==> config.mk <==
export PLATFORM = sky130hd
export DESIGN_NAME = weight_load_ctrl
export DESIGN_NICKNAME = d
export VERILOG_FILES = /design/src/rtl/weight_load_ctrl.sv
export SDC_FILE = /design/constraint.sdc
export NUM_CORES = 1
export LEC_CHECK = 0
export BUFFER_PORTS_ARGS = -buffer_cell sky130_fd_sc_hd__clkbuf_2
export CAP_MARGIN = 30
export CORE_MARGIN = 1
export CORE_UTILIZATION = 53
export DETAILED_ROUTE_END_ITERATION = 16
export PLACE_DENSITY = 0.73
export REMOVE_ABC_BUFFERS = 1
export SYNTH_ARGS = -nofsm -noshare
export SYNTH_HDL_FRONTEND = slang
export SYNTH_SLANG_ARGS = --single-unit
==> constraint.sdc <==
create_clock -name clk -period 7.4 [get_ports clk]
set_input_delay 0.37 -clock clk [delete_from_list [all_inputs] [get_ports clk]]
set_output_delay 0.37 -clock clk [all_outputs]
set_load 0.01 [all_outputs]
==> src/rtl/weight_load_ctrl.sv <==
// weight_load_ctrl: sequences one weight-load job from the weight stream into the weight buffer and on to the PE array.
// Ports: clk/nrst (async active-low); start + cfg_num_elems launch a job;
//   s_tdata/s_tvalid/s_tlast/s_tready: 32-bit weight stream, two elements per word;
//   wb_weight_en/wb_data: buffer write; wb_out_en/wb_out_vld/wb_data_out: buffer drain;
//   pe_wvalid/pe_wdata/pe_wlast: elements to the PE array; busy/done/err: job status.
module weight_load_ctrl #(
  parameter int DATA_WIDTH = 16,
  parameter int CAP_ELEMS = 14,
  parameter int CNT_W = 16
) (
  input  logic clk,
  input  logic nrst,
  input  logic start,
  input  logic [CNT_W-1:0] cfg_num_elems,
  input  logic [31:0] s_tdata,
  input  logic s_tvalid,
  input  logic s_tlast,
  output logic s_tready,
  output logic wb_weight_en,
  output logic [31:0] wb_data,
  output logic wb_out_en,
  input  logic wb_out_vld,
  input  logic [DATA_WIDTH-1:0] wb_data_out,
  output logic pe_wvalid,
  output logic [DATA_WIDTH-1:0] pe_wdata,
  output logic pe_wlast,
  output logic busy,
  output logic done,
  output logic err
);
  localparam int OCC_W = $clog2(CAP_ELEMS + 3);
  typedef enum logic [1:0] {S_IDLE, S_LOAD, S_DRAIN, S_DONE} state_t;
  state_t state;
  logic [CNT_W-1:0] total, words_total, words_rx, elems_tx;
  logic [CNT_W:0] drain_last_idx;
  logic [OCC_W-1:0] occ, occ_add, occ_sub, occ_next;
  logic last_beat, last_drain, start_ok;
  always_comb begin
    // one slot of margin below CAP-2 absorbs the cycle before a written word starts draining
    s_tready = (state == S_LOAD) && (words_rx < words_total) && (occ <= OCC_W'(CAP_ELEMS - 3));
    wb_weight_en = s_tvalid & s_tready;
    wb_data = s_tdata;
    pe_wdata = wb_data_out;
    wb_out_en = busy;
    pe_wvalid = wb_out_vld && (elems_tx < total);
    pe_wlast = pe_wvalid && (elems_tx == total - CNT_W'(1));
    last_beat = (words_rx + CNT_W'(1)) == words_total;
    // the pad element of an odd job is still drained, so drain ends at 2*words_total-1
    drain_last_idx = {words_total, 1'b0} - (CNT_W + 1)'(1);
    last_drain = {1'b0, elems_tx} == drain_last_idx;
    occ_add = occ + (wb_weight_en ? OCC_W'(2) : OCC_W'(0));
    occ_sub = (wb_out_vld && occ_add != '0) ? occ_add - OCC_W'(1) : occ_add;
    occ_next = (occ_sub > OCC_W'(CAP_ELEMS)) ? OCC_W'(CAP_ELEMS) : occ_sub;
    // a start landing on the done pulse of a zero-length job is dropped
    start_ok = start && (state == S_IDLE) && !done;
  end
  always_ff @(posedge clk or negedge nrst) begin
    if (!nrst) begin
      state <= S_IDLE;
      total <= '0;
      words_total <= '0;
      words_rx <= '0;
      elems_tx <= '0;
      occ <= '0;
      busy <= 1'b0;
      done <= 1'b0;
      err <= 1'b0;
    end else begin
      done <= 1'b0;
      occ <= occ_next;
      if (busy && wb_out_vld && elems_tx != '1) elems_tx <= elems_tx + CNT_W'(1);
      if (wb_weight_en) begin
        if (words_rx != '1) words_rx <= words_rx + CNT_W'(1);
        if (s_tlast != last_beat) err <= 1'b1;
      end
      case (state)
        S_IDLE: begin
          if (start_ok && cfg_num_elems != '0) begin
            total <= cfg_num_elems;
            words_total <= (cfg_num_elems >> 1) + CNT_W'(cfg_num_elems[0]);
            words_rx <= '0;
            elems_tx <= '0;
            occ <= '0;
            err <= 1'b0;
            busy <= 1'b1;
            state <= S_LOAD;
          end else if (start_ok) begin
            done <= 1'b1;
          end
        end
        S_LOAD: if (wb_weight_en && last_beat) state <= S_DRAIN;
        S_DRAIN: begin
          if (wb_out_vld && last_drain) begin
            busy <= 1'b0;
            done <= 1'b1;
            state <= S_DONE;
          end
        end
        S_DONE: state <= S_IDLE;
      endcase
    end
  end
endmodule

==> reports/metrics.yaml <==
place_congestion: 0.936
vias_per_cell: 6.58
std_cell_rows: 39
critical_path.n_buffers_inverters: 2
reg2reg_slack_ns: 2.88
ys_ff_latch: 74
critical_path.cell_chain: "inv_1 > ha_1 > or4b_2 > nor3b_2 > xnor2_1 > a2111oi_0 > o2111ai_1 > nor4_1 > clkbuf_2"
grt_pass1_wl_mm: 31.9
post_synthesis_cell_area_mm2: 0.00643
cts_sinks: 74
clock_skew_ns: 0.00388
grt_pass1_vias: 5554
cell_at_the_root_of_the_clock_tree: "clkbuf_16"
dp.final_hpwl_mm: 14.6
clock_path_buffers: 2
worst_pin_slew_ns: 1.09
cp-end-kind: "output pin"
cp.required_ns: 7.03
place.port_buffers: 29
grt.total_usage: 0.332
finalHoldViolCount: 0
powerDensity_mw_per_mm2: 325
synth_xor_xnor_area_share: 0.129
syn_avg_cell_area_um2: 8.11
number_of_slew_limit_violations_in_the_final_report: 0
cts.repair.resized: 0
synthesis.instances: 793
critical_path.slowest_cell: "a2111oi_0"
drt-initial-drc-count: 645
wl_per_cell_um: 22.1
synth_seq_area_share: 0.288
flow.area_growth_from_synthesis_pct: 2.28
die_width_um: 112
setup-tns-final_ns: 0
grt-ovfl-total: 0
async_reset_ff_frac: 1.00
synthMostInstantiatedCell: "nand2_1"
crit_path_category: "reg2out"
drc_errors: 0
seq_power_share: 0.340
min-delay-path-class: "in2reg"
dpl_worst_slack_ns: 2.96
nets: 860
worst-endpoint-arrival_ns: 4.19
synth_cell_types: 67
p_sw_uw: 934
floorplan.core_area_mm2: 0.0116
rr_endpoint: "occ[1]$_DFF_PN0_"
main_combinational_cell_family_by_area_after_synthesis: "simple AND/OR/NAND/NOR gates"
critical_path.max_fanout: 7
maxCapViolCount: 0
htree_num_levels: 3
boundary_pin_count: 126
r2r.worst_path.cells: 18
critical_r2r_launch: "words_total[13]$_DFFE_PN0P_"
irDropWorstVdd_v: 0.000217
start_kind: "flip-flop"
synth_compound_area_frac: 0.135
leakage_power_of_the_design_nw: 2.74
clkLatencyLatePin_ns: 0.34
final_antenna_net_count: 0
place.detailed.instances: 875
whs_path_depth: 3
power.share.clock: 0.206
setup_repair_after_global_routing_missed_its_margin: "false"
power.internal_mw: 1.20
layoutNonFillerInstCount: 893
crit_family: "simple AND/OR/NAND/NOR gates"
p_sw_frac: 0.437
dieArea_mm2: 0.0126
synth-edff-count: 0
hold_path_startpoint: "cfg_num_elems[0]"
synth_top_cell_by_area: "dfrtp_1"
start_util: 0.554
routed_wl_mm: 19.8
slowest_stage_delay_cp_ns: 0.95
grt_start_max_net_pins: 85
timing.slew.headroom: 0.257
synth_mux_area_frac: 0.00972
comb_power_share: 0.454
final_layout_size_suffix_gt1_frac: 0.0773
antenna_found_initial: 0
numCtsBuffers: 9
setup_ws_ns: 2.84
via_total_after_detailed_routing: 5880
total_of_warnings_raised_by_yosys: 0
synthFlopType: "dfrtp_1"
finalCritPeriodShare: 0.616
fin_crit_ns: 4.56
fin_worst_hold_slack_ns: 0.304
tritoncts_clock_tree: "yes"
fmax_ghz: 0.220
setup_viol_count_final: 0
ys_top_cells_by_area: "dfrtp_1 29%, ha_1 8.8%, xnor2_1 7.8%, buf_4 5.7%, xor2_1 5.2%"
synth_top_area_share: 0.288
post_synth_and_or_nand_nor_area_fraction: 0.236
synth.cells.most_frequent: "75 x nand2_1, 74 x dfrtp_1, 63 x nor2_1"
yosys.area_share.adder: 0.0891
outcome: "complete, no violations"
worstHoldEndpoint: "total[0]$_DFFE_PN0P_"
first_drt_pass_iteration_count: 7
fillerInstances: 1044
clk_pin_slew_worst_paths_ns: 0.06
antenna-diode-count: 0
dieHeight_um: 112
metal layers:
metal	vias to the layer above	track usage	wire length, µm
met1	2805	0.438	8050
met5	-	0.0941	171
met4	8	0.118	582
met3	70	0.151	2690
li1	2635	-	-
met2	362	0.468	8280
registers in the layout (all words and copies together) (netlist names):
signal and count:
total 16, elems_tx 16, busy 1, words_total 16, occ 5, err 1, done 1, state 2
words_rx 16
worst reg2reg max path: stages (launching register included):
cell     delay [ns]
dfrtp_1        0.48
inv_1          0.10
ha_1           0.32
a21o_1         0.17
a21oi_1        0.14
nor2b_1        0.07
or3b_2         0.46
or2_2          0.43
inv_1          0.21
ha_1           0.21
ha_1           0.16
xor2_1         0.24
nor3b_1        0.10
nand2_1        0.10
nand2_1        0.15
or4_1          0.48
xor2_1         0.22
o21ai_0        0.15
o21a_1         0.21
placed cells by master (no fill, tap or decap), drive strengths merged, types with 9 or more instances in the layout:
cell type   n
nand4      24
xor2       38
and3        9
nand3      20
a21oi      22
clkbuf     40
nor2       63
xnor2      57
dfrtp      74
inv        49
nor3       26
nor4       20
ha         45
o21ai      52
nand2      75
repair_timing:
item                                   in CTS  in global routing
setup buffers                               0                  0
hold buffers                                0                  1
endpoints found under the hold margin       0                  3
how the worst max path moves through the flow:
stage                           startpoint          endpoint  slack [ns]  cells after the start
5_1_grt        words_total[13]$_DFFE_PN0P_  occ[1]$_DFF_PN0_        2.59                     18
6_report              total[0]$_DFFE_PN0P_          pe_wlast        2.84                      9
3_3_place_gp   words_total[13]$_DFFE_PN0P_  occ[0]$_DFF_PN0_        3.23                     18
2_1_floorplan             cfg_num_elems[0]     err$_DFF_PN0_        1.84                      7
4_1_cts        words_total[13]$_DFFE_PN0P_  occ[1]$_DFF_PN0_        2.93                     18
3_5_place_dp   words_total[13]$_DFFE_PN0P_  occ[1]$_DFF_PN0_        2.96                     18
stage by stage:
| step | power (mW) | instance area, µm² | utilization |
|---|---|---|---|
| 5_1_grt | 2.30 | 6580 | 0.567 |
| 3_3_place_gp | 1.61 | 6240 | 0.537 |
| 4_1_cts | 2.11 | 6540 | 0.563 |
| 2_1_floorplan | 1.39 | 5890 | - |
| 6_report | 2.14 | 6580 | 0.567 |
| 3_5_place_dp | 1.66 | 6240 | 0.538 |
logic make-up (layout without fill, tap and decap cells):
group | Yosys count | after routing
AO/OA/AOI/OAI | 135 | 135
flip-flops | 74 | 74
multiplexers | 6 | 6
other | 1 | 1
XOR/XNOR | 95 | 95
adder cells (fa/ha/maj) | 46 | 46
buffers and inverters | 142 | 99
AND/OR/NAND/NOR | 294 | 294
final cells by class:
cell class	instances	area [µm²]	area share
Multi-Input combinational cell	577	3860	0.587
Sequential cell	74	1850	0.281
Clock buffer	12	246	0.0375
Timing Repair Buffer	34	205	0.0312
Inverter	49	184	0.0280
Tap cell	143	179	0.0272
Clock inverter	4	51.3	0.00780
power by group through the flow:
| stage | Sequential (mW) | Clock [mW] | Combinational [mW] |
|---|---|---|---|
| after floorplan | 0.669 | 0 | 0.721 |
| after global placement | 0.716 | 0 | 0.895 |
| after CTS | 0.718 | 0.446 | 0.949 |
| final | 0.727 | 0.440 | 0.969 |
| after detailed placement | 0.725 | 0 | 0.940 |
| after global routing | 0.745 | 0.466 | 1.09 |
Note: power is estimated with default switching activity, not from simulation.
